**src/rtl/fpu_pkg.sv**
```systemverilog
// fpu_pkg: opcodes, controller state encoding and operand width shared by FPU-sharing blocks
package fpu_pkg;
  localparam int FPU_W = 32;
  localparam logic [1:0] FPU_ADD = 2'b00;
  localparam logic [1:0] FPU_MUL = 2'b01;
  typedef logic [1:0] state_t;
  localparam state_t IDLE    = 2'd0;
  localparam state_t BUSY    = 2'd1;
  localparam state_t RELEASE = 2'd2;
  localparam state_t RESP    = 2'd3;
endpackage

```
**src/rtl/rr_arbiter.sv**
```systemverilog
// rr_arbiter: combinational round-robin grant, first set request at or above ptr with wrap
module rr_arbiter #(
  parameter int NREQ = 2,
  parameter int IW = (NREQ > 1) ? $clog2(NREQ) : 1
) (
  input  logic [NREQ-1:0] req,
  input  logic [IW-1:0]   ptr,
  output logic [NREQ-1:0] grant,
  output logic [IW-1:0]   idx
);
  logic [NREQ-1:0] mask, hi, pick;
  logic [IW-1:0] ix [NREQ+1];
  assign ix[0] = '0;
  for (genvar i = 0; i < NREQ; i++) begin : g_req
    assign mask[i] = IW'(i) >= ptr;
    assign ix[i+1] = ix[i] | (grant[i] ? IW'(i) : '0);
  end
  assign idx = ix[NREQ];
  // prefer requesters at/above ptr, otherwise wrap to the lowest; isolate lowest set bit
  always_comb begin
    hi = req & mask;
    pick = |hi ? hi : req;
    grant = pick & (~pick + NREQ'(1));
  end
endmodule

```
**src/rtl/fpu_share_ctrl.sv**
```systemverilog
// fpu_share_ctrl: round-robin sharing of one start/done FPU between NREQ requesters with watchdog
module fpu_share_ctrl import fpu_pkg::*; #(
  parameter int NREQ = 2,
  parameter int W = FPU_W,
  parameter int TIMEOUT = 64,
  localparam int IW = (NREQ > 1) ? $clog2(NREQ) : 1
) (
  input  logic              clk,
  input  logic              reset,
  input  logic [NREQ-1:0]   req_valid,
  input  logic [2*NREQ-1:0] req_op,
  input  logic [W*NREQ-1:0] req_a,
  input  logic [W*NREQ-1:0] req_b,
  output logic [NREQ-1:0]   req_ready,
  output logic              rsp_valid,
  input  logic              rsp_ready,
  output logic [IW-1:0]     rsp_id,
  output logic [W-1:0]      rsp_data,
  output logic              rsp_err,
  output logic              fpu_start,
  output logic [1:0]        fpu_op,
  output logic [W-1:0]      fpu_a,
  output logic [W-1:0]      fpu_b,
  input  logic [W-1:0]      fpu_out,
  input  logic              fpu_done
);
  localparam int CW = $clog2(TIMEOUT);
  localparam logic [CW-1:0] WD_MAX = CW'(TIMEOUT - 1);
  state_t state, state_n;
  logic [IW-1:0] rr_ptr, gid, g_idx;
  logic [NREQ-1:0] grant;
  logic [CW-1:0] wd_cnt;
  logic ready_en, acc, wd_hit;
  logic [1:0] op_arr [NREQ];
  logic [W-1:0] a_arr [NREQ];
  logic [W-1:0] b_arr [NREQ];
  for (genvar i = 0; i < NREQ; i++) begin : g_unpack
    assign op_arr[i] = req_op[2*i +: 2];
    assign a_arr[i] = req_a[W*i +: W];
    assign b_arr[i] = req_b[W*i +: W];
  end
  rr_arbiter #(.NREQ(NREQ), .IW(IW)) u_arb (
    .req(req_valid),
    .ptr(rr_ptr),
    .grant(grant),
    .idx(g_idx)
  );
  assign req_ready = (state == IDLE && ready_en && !fpu_done) ? grant : '0;
  assign acc = |(req_valid & req_ready);
  assign wd_hit = wd_cnt == WD_MAX;
  // state register
  always_ff @(posedge clk) begin
    state <= reset ? IDLE : state_n;
  end
  // next state: accept, wait done or watchdog, wait done release, hand off response
  always_comb begin
    state_n = state;
    case (state)
      IDLE:    state_n = acc ? BUSY : IDLE;
      BUSY:    state_n = (fpu_done || wd_hit) ? RELEASE : BUSY;
      RELEASE: state_n = (!fpu_done || wd_hit) ? RESP : RELEASE;
      default: state_n = rsp_ready ? IDLE : RESP;
    endcase
  end
  // outputs decoded from state so reset drops fpu_start on the very next cycle
  always_comb begin
    fpu_start = state == BUSY;
    rsp_valid = state == RESP;
    rsp_id = gid;
  end
  // operand capture, pointer advance, watchdog count and result capture
  always_ff @(posedge clk) begin
    if (reset) begin
      ready_en <= 1'b0;
      rr_ptr <= '0;
      gid <= '0;
      wd_cnt <= '0;
      fpu_op <= '0;
      fpu_a <= '0;
      fpu_b <= '0;
      rsp_data <= '0;
      rsp_err <= 1'b0;
    end else begin
      ready_en <= 1'b1;
      case (state)
        IDLE: if (acc) begin
          fpu_op <= op_arr[g_idx];
          fpu_a <= a_arr[g_idx];
          fpu_b <= b_arr[g_idx];
          gid <= g_idx;
          rr_ptr <= (g_idx == IW'(NREQ - 1)) ? '0 : g_idx + IW'(1);
          wd_cnt <= '0;
        end
        BUSY: begin
          wd_cnt <= (fpu_done || wd_hit) ? '0 : wd_cnt + CW'(1);
          if (fpu_done || wd_hit) begin
            rsp_data <= fpu_done ? fpu_out : '0;
            rsp_err <= !fpu_done;
          end
        end
        RELEASE: begin
          wd_cnt <= wd_cnt + CW'(1);
          if (fpu_done && wd_hit) rsp_err <= 1'b1;
        end
        default: ;
      endcase
    end
  end
endmodule

```
**config.mk**
```make
export PLATFORM = sky130hd
export DESIGN_NAME = fpu_share_ctrl
export DESIGN_NICKNAME = d
export VERILOG_FILES = /design/src/rtl/fpu_pkg.sv /design/src/rtl/rr_arbiter.sv /design/src/rtl/fpu_share_ctrl.sv
export SDC_FILE = /design/constraint.sdc
export NUM_CORES = 1
export LEC_CHECK = 0
export BUFFER_PORTS_ARGS = -buffer_cell sky130_fd_sc_hd__buf_2
export CAP_MARGIN = 30
export CELL_PAD_IN_SITES_DETAIL_PLACEMENT = 1
export CELL_PAD_IN_SITES_GLOBAL_PLACEMENT = 1
export CORE_MARGIN = 5
export CORE_UTILIZATION = 30
export DETAILED_ROUTE_END_ITERATION = 16
export HOLD_SLACK_MARGIN = 0.15
export PLACE_DENSITY_LB_ADDON = 0.08
export SLEW_MARGIN = 20
export SYNTH_ARGS = -nofsm -noshare
export SYNTH_HDL_FRONTEND = slang
export SYNTH_SLANG_ARGS = --single-unit
```
**constraint.sdc**
```tcl
create_clock -name clk -period 2.2 [get_ports clk]
set_input_delay 0.33 -clock clk [delete_from_list [all_inputs] [get_ports clk]]
set_output_delay 0.33 -clock clk [all_outputs]
set_load 0.1 [all_outputs]
```
After elaboration in Yosys (flattened, before gate mapping). Index checks and enable logic that the tools add are counted.

Flip-flop bits (word level): 110. Output and inout port bits: 104.

Equal/unequal tests: 7. Add/subtract/negate cells: 3. Bitwise operators: 5. Mux-type cells: 26. Magnitude comparators: 3. Reductions and logical operators: 15.

Operators by type and width (number): two-way mux 32 bit (7); case mux 6 bit (3 select lines) (1); two-way mux 2 bit (7); two-way mux 6 bit (2); two-way mux 1 bit (7); adder 6 x 1 -> 6 bit, second input constant (1); AND 2 bit (3); equality test 6 bit, second input constant (1); case mux 2 bit (3 select lines) (1); AND reduction 2 bit (3); equality test 2 bit, second input constant (2); != test 2 bit, second input constant (2); OR reduction 2 bit (2); logical AND 1 bit (3); AND reduction 3 bit (1); nonzero test 3 bit (1); adder 2 x 1 -> 2 bit, second input constant (1); equality test 2 x 1 -> 1 bit, second input constant (1); >= comparator 1 bit, first input constant (2); >= comparator 2 bit, second input constant (1); zero test 2 bit (1); logical OR 1 bit (2); != test 2 x 1 -> 1 bit, second input constant (1); NOT 1 -> 2 bit (1); other kinds (5) (5).

Logic depth before layout (Yosys ltp). Gate-level depths: netlist of the first run.

Word-level depth: 12. Mapped depth: 10.

By module. From an unflattened synthesis of the first run, not the netlist that was laid out.

Cell total of the unflattened synthesis: 444. Area, all modules: 4887.2 µm².

By module, submodules not included: fpu_share_ctrl (area each 4860.9 µm², times used 1, cells an instance 440); rr_arbiter (area each 26.3 µm², times used 1, cells an instance 4).

Least setup slack after synthesis of the first run. Ideal clock, no wire load.

Kind: register -> register. Start: register state[0]. End: register fpu_b[11]. Period minus slack after synthesis: 2.423 ns. Buffers on the path: 1. Library setup time: 0.071 ns. Stages on the path, launching flop included: 9. Arrival: 2.352 ns. Path slack: -0.223 ns. Path through: dfxtp_1 > inv_1 > ha_1 > and3b_1 > nand3_1 > inv_2 > clkbuf_1 > a22oi_1 > a21oi_2.

Word-level cells in the longest chain between the ends: 7.

RTL lines: from (decl) (line fpu_share_ctrl.sv:29) `state_t state, state_n;`; from (signal assigned) (line fpu_share_ctrl.sv:53) `state <= reset ? IDLE : state_n;`; zero test 2 bit (line fpu_share_ctrl.sv:48) `assign req_ready = (state == IDLE && ready_en && !fpu_done) ? grant : '0;`; logical AND 1 bit (2 in a row) (line fpu_share_ctrl.sv:48); two-way mux 2 bit (line fpu_share_ctrl.sv:48); net req_ready[1] (line fpu_share_ctrl.sv:14) `output logic [NREQ-1:0] req_ready,`; AND 2 bit (line fpu_share_ctrl.sv:49) `assign acc = |(req_valid & req_ready);`; OR reduction 2 bit (line fpu_share_ctrl.sv:49); AND reduction 2 bit (no source line); to (signal assigned) (line fpu_share_ctrl.sv:89) `fpu_b <= b_arr[g_idx];`; to (decl) (line fpu_share_ctrl.sv:23) `output logic [W-1:0] fpu_b,`.

The timed path passes the listed nets, and every way through them passes these cells. A chain may end at the register's enable or synchronous reset.

Final worst setup path of the first run.
Start: register state[0]. End: output port req_ready[1].

Word-level cells in the longest chain between the ends: 4.

RTL lines (line): zero test 2 bit (fpu_share_ctrl.sv:48); logical AND 1 bit (2 in a row) (fpu_share_ctrl.sv:48); two-way mux 2 bit (fpu_share_ctrl.sv:48); to (decl) (fpu_share_ctrl.sv:14).

No other way between the ends.

==> results of run 1 <==
-- sequential cells by signal, indices dropped and copies added, names as in the netlist --
register / cells
wd_cnt: 6
rsp_id: 1
rsp_err: 1
rsp_data: 32
state: 2
fpu_op: 2
fpu_b: 32
rr_ptr: 1
fpu_a: 32
ready_en: 1
-- worst max-delay path, stage by stage (launching register included) --
cell and delay, ps:
dfxtp_1 370, inv_1 80, ha_2 200, and3b_1 190
nand3_1 200, clkinv_4 170, buf_12 200
-- metal layers --
metal  wire length, um  global-route usage  part of all wire  vias up
li1                  -                   -                 -     2120
met2              7350               0.302              0.49      182
met1              6010               0.200              0.40     2024
met5                 0                   0                 0        -
met4               288              0.0605             0.019        0
met3              1340              0.0515             0.089       20
-- repair_timing --
item	in CTS	in global routing
gates resized for setup	0	5
pin swaps	0	1
gates cloned	1	1
setup buffers	0	4
hold buffers	0	0
endpoints found under the setup margin	1	31
-- synthesized netlist by cell type --
master,n
nand2_2,10
buf_6,5
nand2_1,57
o31a_1,1
nor3b_1,1
nor2_4,1
and3b_1,1
buf_1,2
o211ai_1,1
a211oi_2,1
inv_1,5
a21oi_1,63
o41a_1,1
a22o_1,36
and3_1,6
a21o_1,2
inv_2,1
dfxtp_1,110
o21ai_0,1
mux2_2,1
a311oi_1,1
a21boi_0,1
nor2_1,4
buf_2,10
ha_1,5
o22ai_1,4
clkbuf_1,19
nor2b_1,4
nand3_2,1
buf_8,1
nand2b_1,2
a22oi_1,66
nand3_1,1
o2111ai_1,1
a21oi_2,10
-- per-stage QoR --
stage / worst slack, ps / power, mW / TNS (ps)
after global placement: -44.2 / 3.38 / -1380
after detailed placement: 129 / 3.40 / 0
after global routing: 2.61 / 5.24 / 0
final: 114 / 5.00 / 0
after floorplan: 232 / 3.08 / 0
after CTS: 8.29 / 5.06 / 0
-- cells by family after synthesis --
family,share of synthesized area
buffers and inverters,0.0526
DFF,0.520
adders and majority gates,0.0148
and+or+nand+nor,0.0967
muxes,0.00266
AOI/OAI and AO/OA,0.313
-- where the power goes --
part,switching [mW],leakage [nW],internal (mW)
sequential,0.0461,0.893,2.08
clock,0.724,0.148,0.911
combinational,0.939,1.85,0.301
-- how the worst max path moves through the flow --
stage | end | depth (start not counted)
after floorplan | wd_cnt[0]$_SDFFE_PP0P_ | 6
after global placement | rsp_data[26]$_SDFFE_PP0P_ | 6
after detailed placement | fpu_a[23]$_SDFFE_PP0P_ | 8
after CTS | req_ready[1] | 6
after global routing | req_ready[1] | 6
final | req_ready[1] | 6
-- final cells by class --
cell class	instances	area (um^2)	area share
flip-flops and latches	110	2200	0.356
clock inverters	6	61.3	0.00991
clock buffers	10	239	0.0386
well taps	180	225	0.0364
repair buffers	288	1610	0.260
multi-input cells	283	1820	0.295
inverters	6	27.5	0.00445
==> impl_metrics.ini, run 1 <==
[hold_path]
hp-start = fpu_out[23]
hold_end = rsp_data[23]$_SDFFE_PP0P_
min_path_cells = 2
worstHoldPathType = in -> reg

[logic_synthesis]
ys_warn_count = 0
synth_area_mm2 = 0.00423
synth_cell_types = 35
syn_avg_cell_area_um2 = 9.71
yosysTopAreaCell = dfxtp_1
synthTopCellsByArea = dfxtp_1 (52%), a22oi_1 (12%), a21oi_1 (7.5%)
synth-seq-cells = 110
synthCells = 436
synth_top_area_frac = 0.520
synth_nets = 611
synth_seq_area_share = 0.520

[detailed_routing]
drcViolationCount = 0
routedWlPerCell_um = 17.0
dr.pass1.iters = 4
viasPerCell = 4.92
drt_iter0_drc = 146
route.final.wire_length_um = 15000
drtAntennaViolNets = 0
vias = 4346

[clock_network]
clockBufferDepth = 2
cts-root-buf = clkbuf_16
cts_buffers = 9
cts_tree = done
numClockSinks = 110
path_clk_slew_ps = 70
htreeDepth = 3
clock_latency_ps = 340

[timing]
max_slew_margin = 0.533
fin_hold_ws_ps = 194
fmaxAchievable_mhz = 479
rsz0062_at_grt = false
report.final.slew_viol_count = 0
fin_crit_ps = 2090
tightest_slew_ps = 699
post-route-period-util = 0.948
fin_skew_ps = 5.98
finalHoldViolCount = 0
finalSetupViolCount = 0

[placed_design]
dp_hpwl_um = 11500
placed_area_mm2 = 0.00579
portBuffers = 273
gp_congestion = 0.741
post-place-cells = 861

[finish]
layout_common_cells = buf_2 (271), dfxtp_1 (110), a22oi_1 (66)
nets = 873
syn_to_final_growth_pct = 46.2
insertedDiodeCount = 0
finalInstanceArea_mm2 = 0.00619
fillers = 1686
final_common_cell = buf_2
drive_gt1_frac = 0.474
stdcell_count = 883
final_util = 0.446

[die]
die_w_um = 129
start_util = 0.305
core-area_mm2 = 0.0139
die-height_um = 129
rows = 43
pin_count = 274
dieArea_mm2 = 0.0166

[power_and_ir_drop]
power_density_mw_per_mm2 = 808
power_leakage_nw = 2.89
peakVddDrop_v = 0.000318

[critical_path]
reg2reg_depth = 9
worstSetupPathType = reg -> out
crit_path_end_kind = output pin
worstReg2RegStart = state[0]$_SDFF_PP0_
start_kind = flop
startpoint = state[0]$_SDFF_PP0_
rrSetupSlack_ps = 220
crit_required_ps = 1870
arrival_ps = 1760
timing.rr.end = fpu_b[21]$_SDFFE_PP0P_
worst-path-max-fanout = 9

[run_status]
status = finished, final reports clean

[job]
cap_violations = 0

[global_routing]
grt_pass1_wl_um = 23100
grt_usage = 0.173
grt_remaining_overflow = 0
grt_pass1_vias = 4608
antenna_found_initial = 0
grt_max_degree = 48
No activity file was read; power rests on OpenSTA's default activity.
==> run 2: changes to the inputs <==
--- a/config.mk
+++ b/config.mk
@@ -10,7 +10,7 @@
 export CELL_PAD_IN_SITES_DETAIL_PLACEMENT = 1
 export CELL_PAD_IN_SITES_GLOBAL_PLACEMENT = 1
 export CORE_MARGIN = 5
-export CORE_UTILIZATION = 30
+export CORE_UTILIZATION = 32
 export DETAILED_ROUTE_END_ITERATION = 16
 export HOLD_SLACK_MARGIN = 0.15
 export PLACE_DENSITY_LB_ADDON = 0.08
==> constraint.sdc (replaced) <==
create_clock -name clk -period 2.6 [get_ports clk]
set_input_delay 0.39 -clock clk [delete_from_list [all_inputs] [get_ports clk]]
set_output_delay 0.39 -clock clk [all_outputs]
set_load 0.1 [all_outputs]
==> run 2 against run 1 <==
  * Hold slack better by 54 ps
  * Sequential share of layout area rose by 0.75 points
  * Largest cell class unchanged
  * Count of clock-buffer cells in the layout down 1
  * Final area decreased by 2.1%
  * Routed wire length up 0.79%
  * Combinational power fell by 17%
==> impl_metrics.ini, run 2 (same netlist as run 1, synthesis figures left out) <==
[clock_network]
htreeDepth = 3
numClockSinks = 110
cts_tree = done
clock_latency_ps = 340
cts_hold_buffers = 0
ctsResizeCount = 0
clockBufferDepth = 2
path_clk_slew_ps = 80
cts-root-buf = clkbuf_16
cts_setup_buffers = 0
cts_buffers = 9

[placed_design]
gp_congestion = 0.869
dp_hpwl_um = 11500
placed_area_mm2 = 0.00575
dp_slack_ps = 489
portBuffers = 273

[critical_path]
arrival_ps = 1980
crit_path_cell_trace = inv_1 > ha_1 > and3b_1 > nand3_1 > inv_2 > buf_12
worst-path-max-fanout = 23
worstSetupPathType = reg -> out
start_kind = flop
slowest_stage = inv_2
crit_path_end_kind = output pin
slowest_delay_ps = 400
crit_buf_inv = 3
path_delay_family = buffers and inverters
crit_required_ps = 2210

[finish]
reg_top3 = fpu_a x32, fpu_b x32, rsp_data x32
drive_gt1_frac = 0.466
final_util = 0.463
syn_to_final_growth_pct = 43.2
finalInstanceArea_mm2 = 0.00606
nets = 866
layout_common_cells = buf_2 (271), dfxtp_1 (110), a22oi_1 (66)
insertedDiodeCount = 0
final_common_cell = buf_2
fillers = 1606

[run_status]
status = finished, final reports clean

[global_routing]
grt_max_degree = 60
grt_pass1_wl_um = 23500
grt_remaining_overflow = 0
grt_pass1_vias = 4509
grt_usage = 0.184
antenna_found_initial = 0

[die]
core-area_mm2 = 0.0131
dieArea_mm2 = 0.0156
pin_count = 274
die_w_um = 125
die-height_um = 125
rows = 42
start_util = 0.323

[power_and_ir_drop]
power_frac_seq = 0.421
intPower_mw = 2.77
power_leakage_nw = 2.84
comb_power_share = 0.241
sw_frac_of_total = 0.352
p_clk_frac = 0.338
power_density_mw_per_mm2 = 705
switching_power_mw = 1.50
finalPower_mw = 4.28
peakVddDrop_v = 0.000306

[timing]
finalSetupViolCount = 0
report.final.slew_viol_count = 0
tns_ps = 0
rsz0062_at_grt = false
max_slew_margin = 0.518
fmaxAchievable_mhz = 422
finalHoldViolCount = 0
fin_crit_ps = 2370
tightest_slew_ps = 721
layout_setup_ws_ps = 228
post-route-period-util = 0.912
fin_skew_ps = 6.77

[detailed_routing]
routedWlPerCell_um = 17.3
drtAntennaViolNets = 0
vias = 4304
drt_iter0_drc = 231
dr.pass1.iters = 4
viasPerCell = 4.94
route.final.wire_length_um = 15100
drcViolationCount = 0

[job]
cap_violations = 0

[hold_path]
worstHoldPathType = in -> reg
==> run 2: cell count changes in the layout (fill, tap and decap cells not counted), sizes merged <==
cell,before,now
buf,286,281
bufbuf,1,0
clkbuf,11,9
clkinv,5,0
inv,5,11
==> run 2: stage by stage <==
stage               hold slack, ps  cells
floorplan                      464    436
global placement               439    855
detailed placement             444    856
CTS                            235    872
global route                   234    872
finish                         248    872
==> run 2: area by class of cell <==
class | count | area, um^2 | area share
clock buffers | 9 | 225 | 0.0372
clock inverters | 7 | 86.3 | 0.0142
inverters | 6 | 22.5 | 0.00372
multi-input cells | 283 | 1820 | 0.300
flip-flops and latches | 110 | 2200 | 0.363
well taps | 176 | 220 | 0.0363
repair buffers | 281 | 1490 | 0.246
==> run 2: power groups by stage <==
stage / logic, mW / clock network, mW / registers (mW)
finish: 1.03 / 1.45 / 1.80
global route: 1.08 / 1.56 / 1.81
CTS: 1.04 / 1.49 / 1.80
detailed placement: 1.04 / 0 / 1.84
global placement: 1.02 / 0 / 1.84
floorplan: 0.242 / 0 / 2.36
==> run 2: path summary, 6_finish.rpt <==
kind	start	end	slack, ps	cells past startpoint
hold / removal	fpu_out[19]	rsp_data[19]$_SDFFE_PP0P_	250	2
setup reg to reg	state[1]$_SDFF_PP0_	fpu_b[31]$_SDFFE_PP0P_	460	7
setup / recovery	state[1]$_SDFF_PP0_	req_ready[1]	230	6
hold reg to reg	fpu_a[10]$_SDFFE_PP0P_	fpu_a[10]$_SDFFE_PP0P_	450	2
==> run 2: per-layer routing <==
metal	share of wire	track usage
met1	0.41	0.214
met2	0.49	0.320
met3	0.074	0.0554
met4	0.023	0.0638
met5	0	0
==> run 3: changes to the inputs <==
--- a/config.mk
+++ b/config.mk
@@ -13,7 +13,7 @@
 export CORE_UTILIZATION = 32
 export DETAILED_ROUTE_END_ITERATION = 16
 export HOLD_SLACK_MARGIN = 0.15
-export PLACE_DENSITY_LB_ADDON = 0.08
+export PLACE_DENSITY = 0.87
 export SLEW_MARGIN = 20
 export SYNTH_ARGS = -nofsm -noshare
 export SYNTH_HDL_FRONTEND = slang
==> run 3 against run 2 <==
  * Largest cell class unchanged
  * Non-clock buffer count stayed put
  * Hold slack gained 2.1 ps
  * Maximum frequency is 7.8% higher
  * Final area decreased by 0.41%
  * Largest power group unchanged
  * Critical path depth is the same
  * Setup slack improved by 170 ps
  * Register-to-register slack better by 80 ps
  * Clock skew up 4.6 ps
==> impl_metrics.ini, run 3 (same netlist as run 1, synthesis figures left out) <==
[global_routing]
grt_pass1_wl_um = 24300
grt_pass1_vias = 4854
grt_max_degree = 75
antenna_found_initial = 0
grt_usage = 0.187
grt_remaining_overflow = 0

[detailed_routing]
route.final.wire_length_um = 15200
routedWlPerCell_um = 17.4
vias = 4400
drt_iter0_drc = 193
drtAntennaViolNets = 0
dr.pass1.iters = 5
viasPerCell = 5.05
drcViolationCount = 0

[finish]
final_util = 0.461
nets = 866
drive_gt1_frac = 0.467
fillers = 1588
layout_common_cells = buf_2 (271), dfxtp_1 (110), a22oi_1 (66)
reg_top3 = fpu_a x32, fpu_b x32, rsp_data x32
insertedDiodeCount = 0
final_common_cell = buf_2
syn_to_final_growth_pct = 42.6
finalInstanceArea_mm2 = 0.00604

[critical_path]
rrSetupSlack_ps = 540
arrival_ps = 1810
worst-path-max-fanout = 14
timing.rr.end = fpu_a[21]$_SDFFE_PP0P_
crit_required_ps = 2210
start_kind = flop
worstReg2RegStart = state[1]$_SDFF_PP0_
startpoint = state[1]$_SDFF_PP0_
crit_path_end_kind = output pin
worstSetupPathType = reg -> out
reg2reg_depth = 8

[timing]
tns_ps = 0
post-route-period-util = 0.847
report.final.slew_viol_count = 0
fin_skew_ps = 11.4
finalSetupViolCount = 0
fin_crit_ps = 2200
max_slew_margin = 0.442
fmaxAchievable_mhz = 454
tightest_slew_ps = 836
finalHoldViolCount = 0
layout_setup_ws_ps = 399
rsz0062_at_grt = false

[clock_network]
cts_hold_buffers = 0
numClockSinks = 110
path_clk_slew_ps = 80
cts_buffers = 9
cts_setup_buffers = 0
clockBufferDepth = 2
cts_tree = done
htreeDepth = 3
cts-root-buf = clkbuf_16
clock_latency_ps = 340
ctsResizeCount = 0

[hold_path]
worstHoldPathType = in -> reg
hp-start = fpu_out[0]
hold_end = rsp_data[0]$_SDFFE_PP0P_
min_path_cells = 2

[placed_design]
dp_hpwl_um = 11900
placed_area_mm2 = 0.00572
portBuffers = 273
gp_congestion = 0.790
dp_slack_ps = 554

[die]
die_w_um = 125
core-area_mm2 = 0.0131
rows = 42
start_util = 0.323
dieArea_mm2 = 0.0156
pin_count = 274
die-height_um = 125

[power_and_ir_drop]
power_density_mw_per_mm2 = 700
peakVddDrop_v = 0.000307
power_leakage_nw = 2.83

[run_status]
status = finished, final reports clean

[job]
cap_violations = 0
-- run 3: critical path, stage by stage (launching register included) --
cell	delay, ps
dfxtp_1	340
inv_1	90
ha_1	210
and3b_1	190
nand3_1	130
inv_2	280
buf_12	220
-- run 3: power breakdown --
part / internal [mW] / switching [mW] / total [mW] / leakage, nW
sequential: 1.76 / 0.0411 / 1.80 / 0.893
combinational: 0.233 / 0.793 / 1.03 / 1.78
clock: 0.702 / 0.698 / 1.40 / 0.154
-- run 3: per-stage QoR --
stage               hold slack, ps  total power, mW  std cells
floorplan                      464             2.60        436
global placement               439             2.84        855
detailed placement             445             2.87        856
CTS                            233             4.29        872
global route                   232             4.43        872
finish                         250             4.23        872
-- run 3: how the worst max path moves through the flow --
| stage | endpoint | slack (ps) | cells after the start |
|---|---|---|---|
| 2_1_floorplan | fpu_b[11]$_SDFFE_PP0P_ | 180 | 8 |
| 4_1_cts | req_ready[1] | 390 | 6 |
| 6_report | req_ready[1] | 400 | 6 |
| 5_1_grt | req_ready[1] | 280 | 6 |
| 3_5_place_dp | fpu_op[1]$_SDFFE_PP0P_ | 550 | 9 |
| 3_3_place_gp | rsp_data[23]$_SDFFE_PP0P_ | 450 | 6 |
-- run 3: routing by layer --
layer  vias up  GRT usage  wire, um
met1      2081      0.209      5870
li1       2109          -         -
met3        26     0.0580      1010
met5         -          0         0
met4         0     0.0619       342
met2       184      0.336      7930
-- run 3: area by class of cell --
class                           instances  area [um^2]  area share
Clock buffer                            9          225      0.0373
Clock inverter                          7         93.8      0.0155
Inverter                                6         22.5     0.00373
Multi-Input combinational cell        283         1810       0.300
Sequential cell                       110         2200       0.365
Tap cell                              176          220      0.0365
Timing Repair Buffer                  281         1460       0.242
